<file path="src/rtl/pipe_hazard_ctrl.sv">
// pipe_hazard_ctrl: stall/flush/trap sequencing for the IF/ID and ID/EX pipeline registers.
// Optional build macro: EBREAK_HALT_EN (ebreak enters a debug HALT instead of trapping).
//
// state    | meaning
// RUN      | normal issue, hazards resolved every cycle
// MEM_WAIT | pipeline frozen until the data memory completes
// TRAP     | one-cycle redirect of fetch to the aligned trap vector
// HALT     | debug halt, held until a dbg_resume pulse
module pipe_hazard_ctrl #(
  parameter int PC_W   = 32,
  parameter int GPR_AW = 5,
  parameter int CNT_W  = 32
) (
  input  logic              clk,
  input  logic              rst_n,
  input  logic              cpu_en,
  input  logic              load_in_id_ex,
  input  logic [GPR_AW-1:0] id_dst_addr,
  input  logic [GPR_AW-1:0] rs1_addr,
  input  logic [GPR_AW-1:0] rs2_addr,
  input  logic              rs1_used,
  input  logic              rs2_used,
  input  logic [PC_W-1:0]   id_pc,
  input  logic              id_ecall_en,
  input  logic              id_ebreak_en,
  input  logic [3:0]        id_exp_code,
  input  logic              br_taken,
  input  logic [PC_W-1:0]   br_target,
  input  logic              mem_busy,
  input  logic [PC_W-1:0]   mtvec,
  input  logic              dbg_resume,
  output logic              if_stall,
  output logic              id_stall,
  output logic              if_flush,
  output logic              id_flush,
  output logic              redirect_en,
  output logic [PC_W-1:0]   redirect_pc,
  output logic              mepc_we,
  output logic [PC_W-1:0]   mepc_wdata,
  output logic [3:0]        mcause_wdata,
  output logic              halted,
  output logic [CNT_W-1:0]  stall_cycles
);

  typedef enum logic [1:0] {RUN, MEM_WAIT, TRAP, HALT} state_e;

  state_e           state_q, state_d;
  logic [CNT_W-1:0] stall_cycles_q, stall_cycles_d;

  logic load_use;
  logic ebreak_trap;
  logic ebreak_halt;
  logic trap_req;
  logic run_eval;
  logic [3:0] cause;

  assign load_use = load_in_id_ex && (id_dst_addr != '0) &&
                    ((rs1_used && (rs1_addr == id_dst_addr)) ||
                     (rs2_used && (rs2_addr == id_dst_addr)));

`ifdef EBREAK_HALT_EN
  assign ebreak_trap = 1'b0;
  assign ebreak_halt = id_ebreak_en;
`else
  assign ebreak_trap = id_ebreak_en;
  assign ebreak_halt = 1'b0;
`endif

  assign trap_req = id_ecall_en || (id_exp_code != 4'd0) || ebreak_trap;
  assign cause    = ebreak_trap ? 4'd3 : (id_ecall_en ? 4'd11 : id_exp_code);

  always_comb begin
    state_d      = state_q;
    if_stall     = 1'b0;
    id_stall     = 1'b0;
    if_flush     = 1'b0;
    id_flush     = 1'b0;
    redirect_en  = 1'b0;
    redirect_pc  = '0;
    mepc_we      = 1'b0;
    mepc_wdata   = '0;
    mcause_wdata = 4'd0;
    run_eval     = 1'b0;

    if (!cpu_en) begin
      if_stall = 1'b1;
      id_stall = 1'b1;
    end else begin
      case (state_q)
        RUN: run_eval = 1'b1;
        MEM_WAIT: begin
          // Release cycle behaves like RUN so a hazard present then is not lost.
          if (mem_busy) begin
            if_stall = 1'b1;
            id_stall = 1'b1;
          end else begin
            state_d  = RUN;
            run_eval = 1'b1;
          end
        end
        TRAP: begin
          redirect_en = 1'b1;
          redirect_pc = {mtvec[PC_W-1:2], 2'b00};
          if_flush    = 1'b1;
          id_flush    = 1'b1;
          state_d     = RUN;
        end
        HALT: begin
          if_stall = 1'b1;
          id_stall = 1'b1;
          if (dbg_resume) state_d = RUN;
        end
        default: state_d = RUN;
      endcase

      if (run_eval) begin
        if (trap_req) begin
          if_flush     = 1'b1;
          id_flush     = 1'b1;
          mepc_we      = 1'b1;
          mepc_wdata   = id_pc;
          mcause_wdata = cause;
          state_d      = TRAP;
        end else if (ebreak_halt) begin
          id_flush = 1'b1;
          state_d  = HALT;
        end else if (br_taken) begin
          if_flush    = 1'b1;
          id_flush    = 1'b1;
          redirect_en = 1'b1;
          redirect_pc = br_target;
        end else if (mem_busy) begin
          if_stall = 1'b1;
          id_stall = 1'b1;
          state_d  = MEM_WAIT;
        end else if (load_use) begin
          if_stall = 1'b1;
          id_flush = 1'b1;
        end
      end
    end
  end

  assign halted = (state_q == HALT);

  // Counter is frozen with cpu_en low even though the stalls are forced high.
  assign stall_cycles_d = (cpu_en && if_stall && (stall_cycles_q != '1)) ?
                          stall_cycles_q + CNT_W'(1) : stall_cycles_q;
  assign stall_cycles   = stall_cycles_q;

  always_ff @(posedge clk or negedge rst_n) begin
    if (!rst_n) begin
      state_q        <= RUN;
      stall_cycles_q <= '0;
    end else if (cpu_en) begin
      state_q        <= state_d;
      stall_cycles_q <= stall_cycles_d;
    end
  end

endmodule

</file>
<file path="config.mk">
export PLATFORM = sky130hd
export DESIGN_NAME = pipe_hazard_ctrl
export DESIGN_NICKNAME = d
export VERILOG_FILES = /design/src/rtl/pipe_hazard_ctrl.sv
export SDC_FILE = /design/constraint.sdc
export NUM_CORES = 1
export LEC_CHECK = 0
export ABC_AREA = 1
export CAP_MARGIN = 20
export CORE_UTILIZATION = 33
export CTS_CLUSTER_DIAMETER = 100
export CTS_CLUSTER_SIZE = 24
export DETAILED_ROUTE_END_ITERATION = 8
export PLACE_DENSITY = 0.81
export RECOVER_POWER = 50
export SLEW_MARGIN = 5
export SYNTH_ARGS = -nofsm -noshare
export SYNTH_HDL_FRONTEND = slang
export SYNTH_SLANG_ARGS = --single-unit
</file>
<file path="constraint.sdc">
create_clock -name clk -period 2.02 [get_ports clk]
set_clock_uncertainty 0.2 [all_clocks]
set_input_delay 0.202 -clock clk [delete_from_list [all_inputs] [get_ports clk]]
set_output_delay 0.202 -clock clk [all_outputs]
set_load 0.02 [all_outputs]
</file>
---- Word-level counts from Yosys, hierarchy flattened ----
Index checks and enable logic that the tools add are counted.
word-level totals
  bits in read-only memories .............. 0
  RAM bits ................................ 0
  latch bits .............................. 0
  memories ................................ 0
  word-level logic and storage cells ...... 75
  input bits .............................. 126
  output and inout port bits .............. 107
  register bits after elaboration ......... 34
cells by class
  shift-type cells ........................ 0
  equality and inequality tests ........... 6
  reduce and logical (&&, ||, !) cells .... 13
  multiplexer cells ....................... 53
  bitwise logic cells ..................... 0
  multiply operators ...................... 0
  add/sub/neg operators ................... 1
  $lt $le $gt $ge ......................... 0
  div/mod/pow operators ................... 0
operators by type and width
  cell                                                 number
  2-to-1 mux 32 bit                                    8
  adder 32 x 1 -> 32 bit, second input constant        1
  inequality test 32 bit, second input constant        1
  2-to-1 mux 1 bit                                     31
  2-to-1 mux 4 bit                                     5
  2-to-1 mux 2 bit                                     6
  equality test 5 bit                                  2
  logical AND 1 bit                                    6
  one-hot mux 2 bit (3 select lines)                   1
  nonzero test 5 bit                                   1
  equality test 2 bit, second input constant           2
  one-hot mux 1 bit (2 select lines)                   2
  nonzero test 4 bit                                   1
  logical OR 1 bit                                     3
  equality test 2 x 1 -> 1 bit, second input constant  1
  logical NOT 2 bit                                    1
  AND reduction 2 bit                                  1

---- Logic depth before layout (Yosys ltp) ----
  depth in word-level cells ............... 13
  depth in mapped cells ................... 12
  mapped depth without buffers ............ 11

---- Worst setup path before layout ----
OpenSTA, ideal clock, no wires.
  kind .................................... flip-flop to output port
  from .................................... reg state_q[0]
  to ...................................... out mcause_wdata[2]
  path slack .............................. -78 ps
  buffers on the path ..................... 1
  arrival time ............................ 1696 ps
  stages on the path, launching flop included .. 10
  data required time ...................... 1618 ps
  cell sequence ........................... dfrtp_1 -> a21oi_2 -> inv_1 -> nor2_1 -> inv_1 -> or2_1 -> buf_2 -> inv_1 -> nand2_1 -> nor2_1
on the way
  word-level cells in the longest chain between the ends .. 5
  elaborated cells between the ends (all ways) .. 6
  those cells by class .................... eq/ne: 1; mux: 4; reduce/logical: 1
RTL lines
  what                                                                      line  source
  start: declaration                                                        47    state_e state_q, state_d;
  start signal: assignment                                                  156   state_q <= state_d;
  equality test 2 x 1 -> 1 bit / logical NOT 2 bit (equally long branches)  89    case (state_q)
  one-hot mux 1 bit (2 select lines) (*)                                    89
  2-to-1 mux 1 bit (*)                                                      85    if (!cpu_en) begin
  2-to-1 mux 4 bit (*)                                                      116   if (run_eval) begin
  2-to-1 mux 4 bit (*)                                                      85
  end: declaration                                                          40    output logic [3:0] mcause_wdata,
Mark *: on every way between the ends. The rest lies on a longest branch, timed or not. The select of a mux whose other input is x is not followed.

---- Final worst setup path ----
  from .................................... in id_exp_code[2]
  to ...................................... out redirect_en
on the way
  word-level cells in the longest chain between the ends .. 6
RTL lines
  what                            line  source
  start: declaration              26    input logic [3:0] id_exp_code,
  nonzero test 4 bit              69    assign trap_req = id_ecall_en || (id_exp_code != 4'd0) || ebreak_trap;
  logical OR 1 bit (2 in series)  69
  2-to-1 mux 1 bit                117   if (trap_req) begin
  2-to-1 mux 1 bit                116
  2-to-1 mux 1 bit                85
  end: declaration                36    output logic redirect_en,
Every way passes these cells.

==> metrics.cfg <==
[place]
place.gp.congestion = 0.926
place_worst_setup_slack_ns = -0.769
place_hpwl_mm = 10.8
buffer_ports.inserted = 230

[clocking]
clkSlewWorstSetupHoldPaths_ns = 0.07
worstSkewPairLatency_ns = 0.29
cts-hold-fix-buffers = 0
cts_made_buffers = 5
htree_num_levels = 2
tritoncts_num_sinks = 34
cts-root-buf = sky130_fd_sc_hd__clkbuf_8
tritoncts_clock_tree = done
cts.path.max_buffers = 2

[timing]
min_period_over_period_pct = 116
drv_slew = 0
tightest_slew_ns = 0.782
setup-violations-final = 102
postLayoutSetupSlackWorst_ns = -0.315
whs_ns = 0.138
timing.max_slew.rel_slack_pct = 47.8
hold_viol_final = 0
final.setup.tns_ns = -18.44
period_minus_slack_ns = 2.34
rsz0062_at_grt = yes
max_freq_ghz = 0.428

[floorplan]
chipHeight_um = 104
initial_utilization_pct = 34.6
die-area_sq_um = 10800
pin_count = 233
floorplan.die.width_um = 104
rows = 36
core_area_sq_um = 9910

[setup_path]
timing.critical_path.arrival_ns = 1.93
worst-setup-path-type = input pin to output pin
setup.worst_path.end_class = output pin
critical_path_required_ns = 1.62
largest_fanout_on_the_critical_path = 3
crit_start_category = input pin

[detailed_routing]
ant_nets = 0
drt_iter0_markers = 209
num_vias = 5204
routed_via_density = 4.98
post_route_drc = 0
drt_wl_total_mm = 16.3
first_pass_iters = 5
detail_route.wl_per_cell_um = 15.6

[synthesis]
ys.flop_type = sky130_fd_sc_hd__dfrtp_1
asyncSetResetFlopFracSynth_pct = 100
synth_top_area_cell = sky130_fd_sc_hd__dfrtp_1
synth.cells.most_frequent = sky130_fd_sc_hd__nand2_1 (223), sky130_fd_sc_hd__nor2_1 (86), sky130_fd_sc_hd__inv_1 (77)
synth_cell_type_count = 28
synthesis.nets = 744
yosysSeqAreaShare_pct = 24.8
synth_enable_flop_cells = 0
synth_cells = 617
post-synth-top-area-fraction_pct = 24.8
yosysMostFrequentCell = sky130_fd_sc_hd__nand2_1
synthTopCellsByArea = sky130_fd_sc_hd__dfrtp_1 (25%), sky130_fd_sc_hd__nand2_1 (24%), sky130_fd_sc_hd__nor2_1 (9.4%)
syn-mean-instance-area_sq_um = 5.56
yosys_warnings = 0
ys_ff_latch = 34
netlist_area_sq_um = 3430

[final_layout]
num-nets-final = 1038
final_util_pct = 73.1
drive_above_1_share_pct = 30.6
synthToLayoutAreaGrowth_pct = 111

[grt]
gr-usage-met1_pct = 29.7
grt_util_all_layers_pct = 26.2
antenna_found_initial = 1
grt-busiest-layer = met2
grt_first_pass_wirelength_mm = 23.1
grtUsageMet3_pct = 4.45
grt_pass1_vias = 4815
grt.met2_usage_pct = 49.3
grt_overflow_total = 0
largest_net_degree_at_the_start_of_global_routing = 34

[power_and_ir_drop]
vdd_ir_drop_max_uv = 214
power_density_nw_per_um2 = 343
power.static_leakage_uw = 0.00343

[outcome]
run_status = complete, but fails checks
violations_in_the_final_reports = negative setup slack

[job]
max_cap_violations = 0

[hold_path]
timing.hold.worst.class = input pin to async pin

-- path summary, 6_finish.rpt --
kind	startpoint	to	slack, ns	cells past startpoint
max	id_exp_code[2]	redirect_en	-0.32	7
min	rst_n	state_q[0]	0.14	1
max reg2reg	state_q[0]	stall_cycles[13]	-0.10	13
min reg2reg	stall_cycles[31]	stall_cycles[31]	0.35	2
max in group asynchronous	rst_n	stall_cycles[21]	0.40	2
min in group clk	stall_cycles[31]	stall_cycles[31]	0.35	2
-- power breakdown --
part / internal [uW] / switching, uW
logic: 644 / 648
registers: 699 / 10.9
clock network: 231 / 250
-- final cells by class --
class | count | area, sq um
antenna | 1 | 2.50
clock buffer | 5 | 68.8
clock inverter | 2 | 10.0
fill | 725 | 2670
inverter | 79 | 302
multi-input combinational | 482 | 2750
sequential | 34 | 853
tap | 133 | 166
timing repair buffer | 309 | 3090
-- repair_timing --
action                     4_1_cts  5_1_grt
pin swaps                       12       21
cloned                           5        9
gates resized for setup        449      130
setup endpoints to repair      107      106
setup buffers                    4        5
-- critical path, stage by stage --
cell,delay (ns)
sky130_fd_sc_hd__clkdlybuf4s50_1,0.49
sky130_fd_sc_hd__nor3_2,0.31
sky130_fd_sc_hd__and2_1,0.23
sky130_fd_sc_hd__buf_4,0.13
sky130_fd_sc_hd__nand2_1,0.09
sky130_fd_sc_hd__a21boi_0,0.26
sky130_fd_sc_hd__buf_2,0.22
-- cell families (layout without fill, tap and decap cells) --
kind of cell	Yosys count	count (layout)	synth area share (%)
DFF	34	34	24.8
AOI/OAI and AO/OA	65	65	9.74
other	0	1	0
xor gates and xnor gates	17	17	4.34
and+or+nand+nor	396	399	48.4
adders and majority gates	1	1	0.365
buffers and inverters	104	395	12.4
-- layout by cell type, fill, tap and decap left out, types with 2 or more instances in the layout --
cell                              instances
sky130_fd_sc_hd__nand3_1                 40
sky130_fd_sc_hd__inv_2                    2
sky130_fd_sc_hd__clkinv_2                 2
sky130_fd_sc_hd__o21ai_4                 10
sky130_fd_sc_hd__nor2_2                  23
sky130_fd_sc_hd__nand3_2                  7
sky130_fd_sc_hd__nand3b_1                 6
sky130_fd_sc_hd__nor3_1                  15
sky130_fd_sc_hd__xnor2_1                  2
sky130_fd_sc_hd__nand2_2                 10
sky130_fd_sc_hd__buf_12                   5
sky130_fd_sc_hd__clkdlybuf4s50_1        152
sky130_fd_sc_hd__buf_4                   88
sky130_fd_sc_hd__nor2_1                  57
sky130_fd_sc_hd__dfrtp_2                  2
sky130_fd_sc_hd__clkbuf_1                 2
sky130_fd_sc_hd__clkbuf_16                5
sky130_fd_sc_hd__nand2_8                  6
sky130_fd_sc_hd__dlygate4sd2_1            3
sky130_fd_sc_hd__clkbuf_8                 5
sky130_fd_sc_hd__nand3_4                  2
sky130_fd_sc_hd__o21ai_2                 21
sky130_fd_sc_hd__buf_2                    7
sky130_fd_sc_hd__buf_6                   37
sky130_fd_sc_hd__xor2_1                  15
sky130_fd_sc_hd__a21oi_2                 16
sky130_fd_sc_hd__nand4_1                  4
sky130_fd_sc_hd__inv_1                   75
sky130_fd_sc_hd__nor2_4                  10
sky130_fd_sc_hd__nand2_1                208
sky130_fd_sc_hd__buf_16                   5
sky130_fd_sc_hd__clkdlybuf4s15_2          2
sky130_fd_sc_hd__dfrtp_1                 32
sky130_fd_sc_hd__a21oi_1                 14
sky130_fd_sc_hd__nand2_4                  5
sky130_fd_sc_hd__buf_8                    2
sky130_fd_sc_hd__inv_4                    2
-- per-stage QoR --
step / instance area, sq um / power (uW) / std cells
global route: 7240 / 2590 / 1045
CTS: 6520 / 2340 / 1030
global placement: 6260 / 1810 / 1014
finish: 7240 / 2480 / 1045
detailed placement: 6260 / 1810 / 1014
floorplan: 3440 / 1170 / 617
-- state kept, by name, indices dropped and copies added (netlist names) --
name	flops
state_q	2
stall_cycles	32
-- layer usage --
metal  vias to the layer above  wire [um]  part of all wire (%)
li1                       2512          -                     -
met2                       282       8530                    52
met3                        81       1360                   8.3
met5                         -          0                     0
met1                      2329       5570                    34
met4                         0        856                   5.2
(Power assumes the default switching activity.)
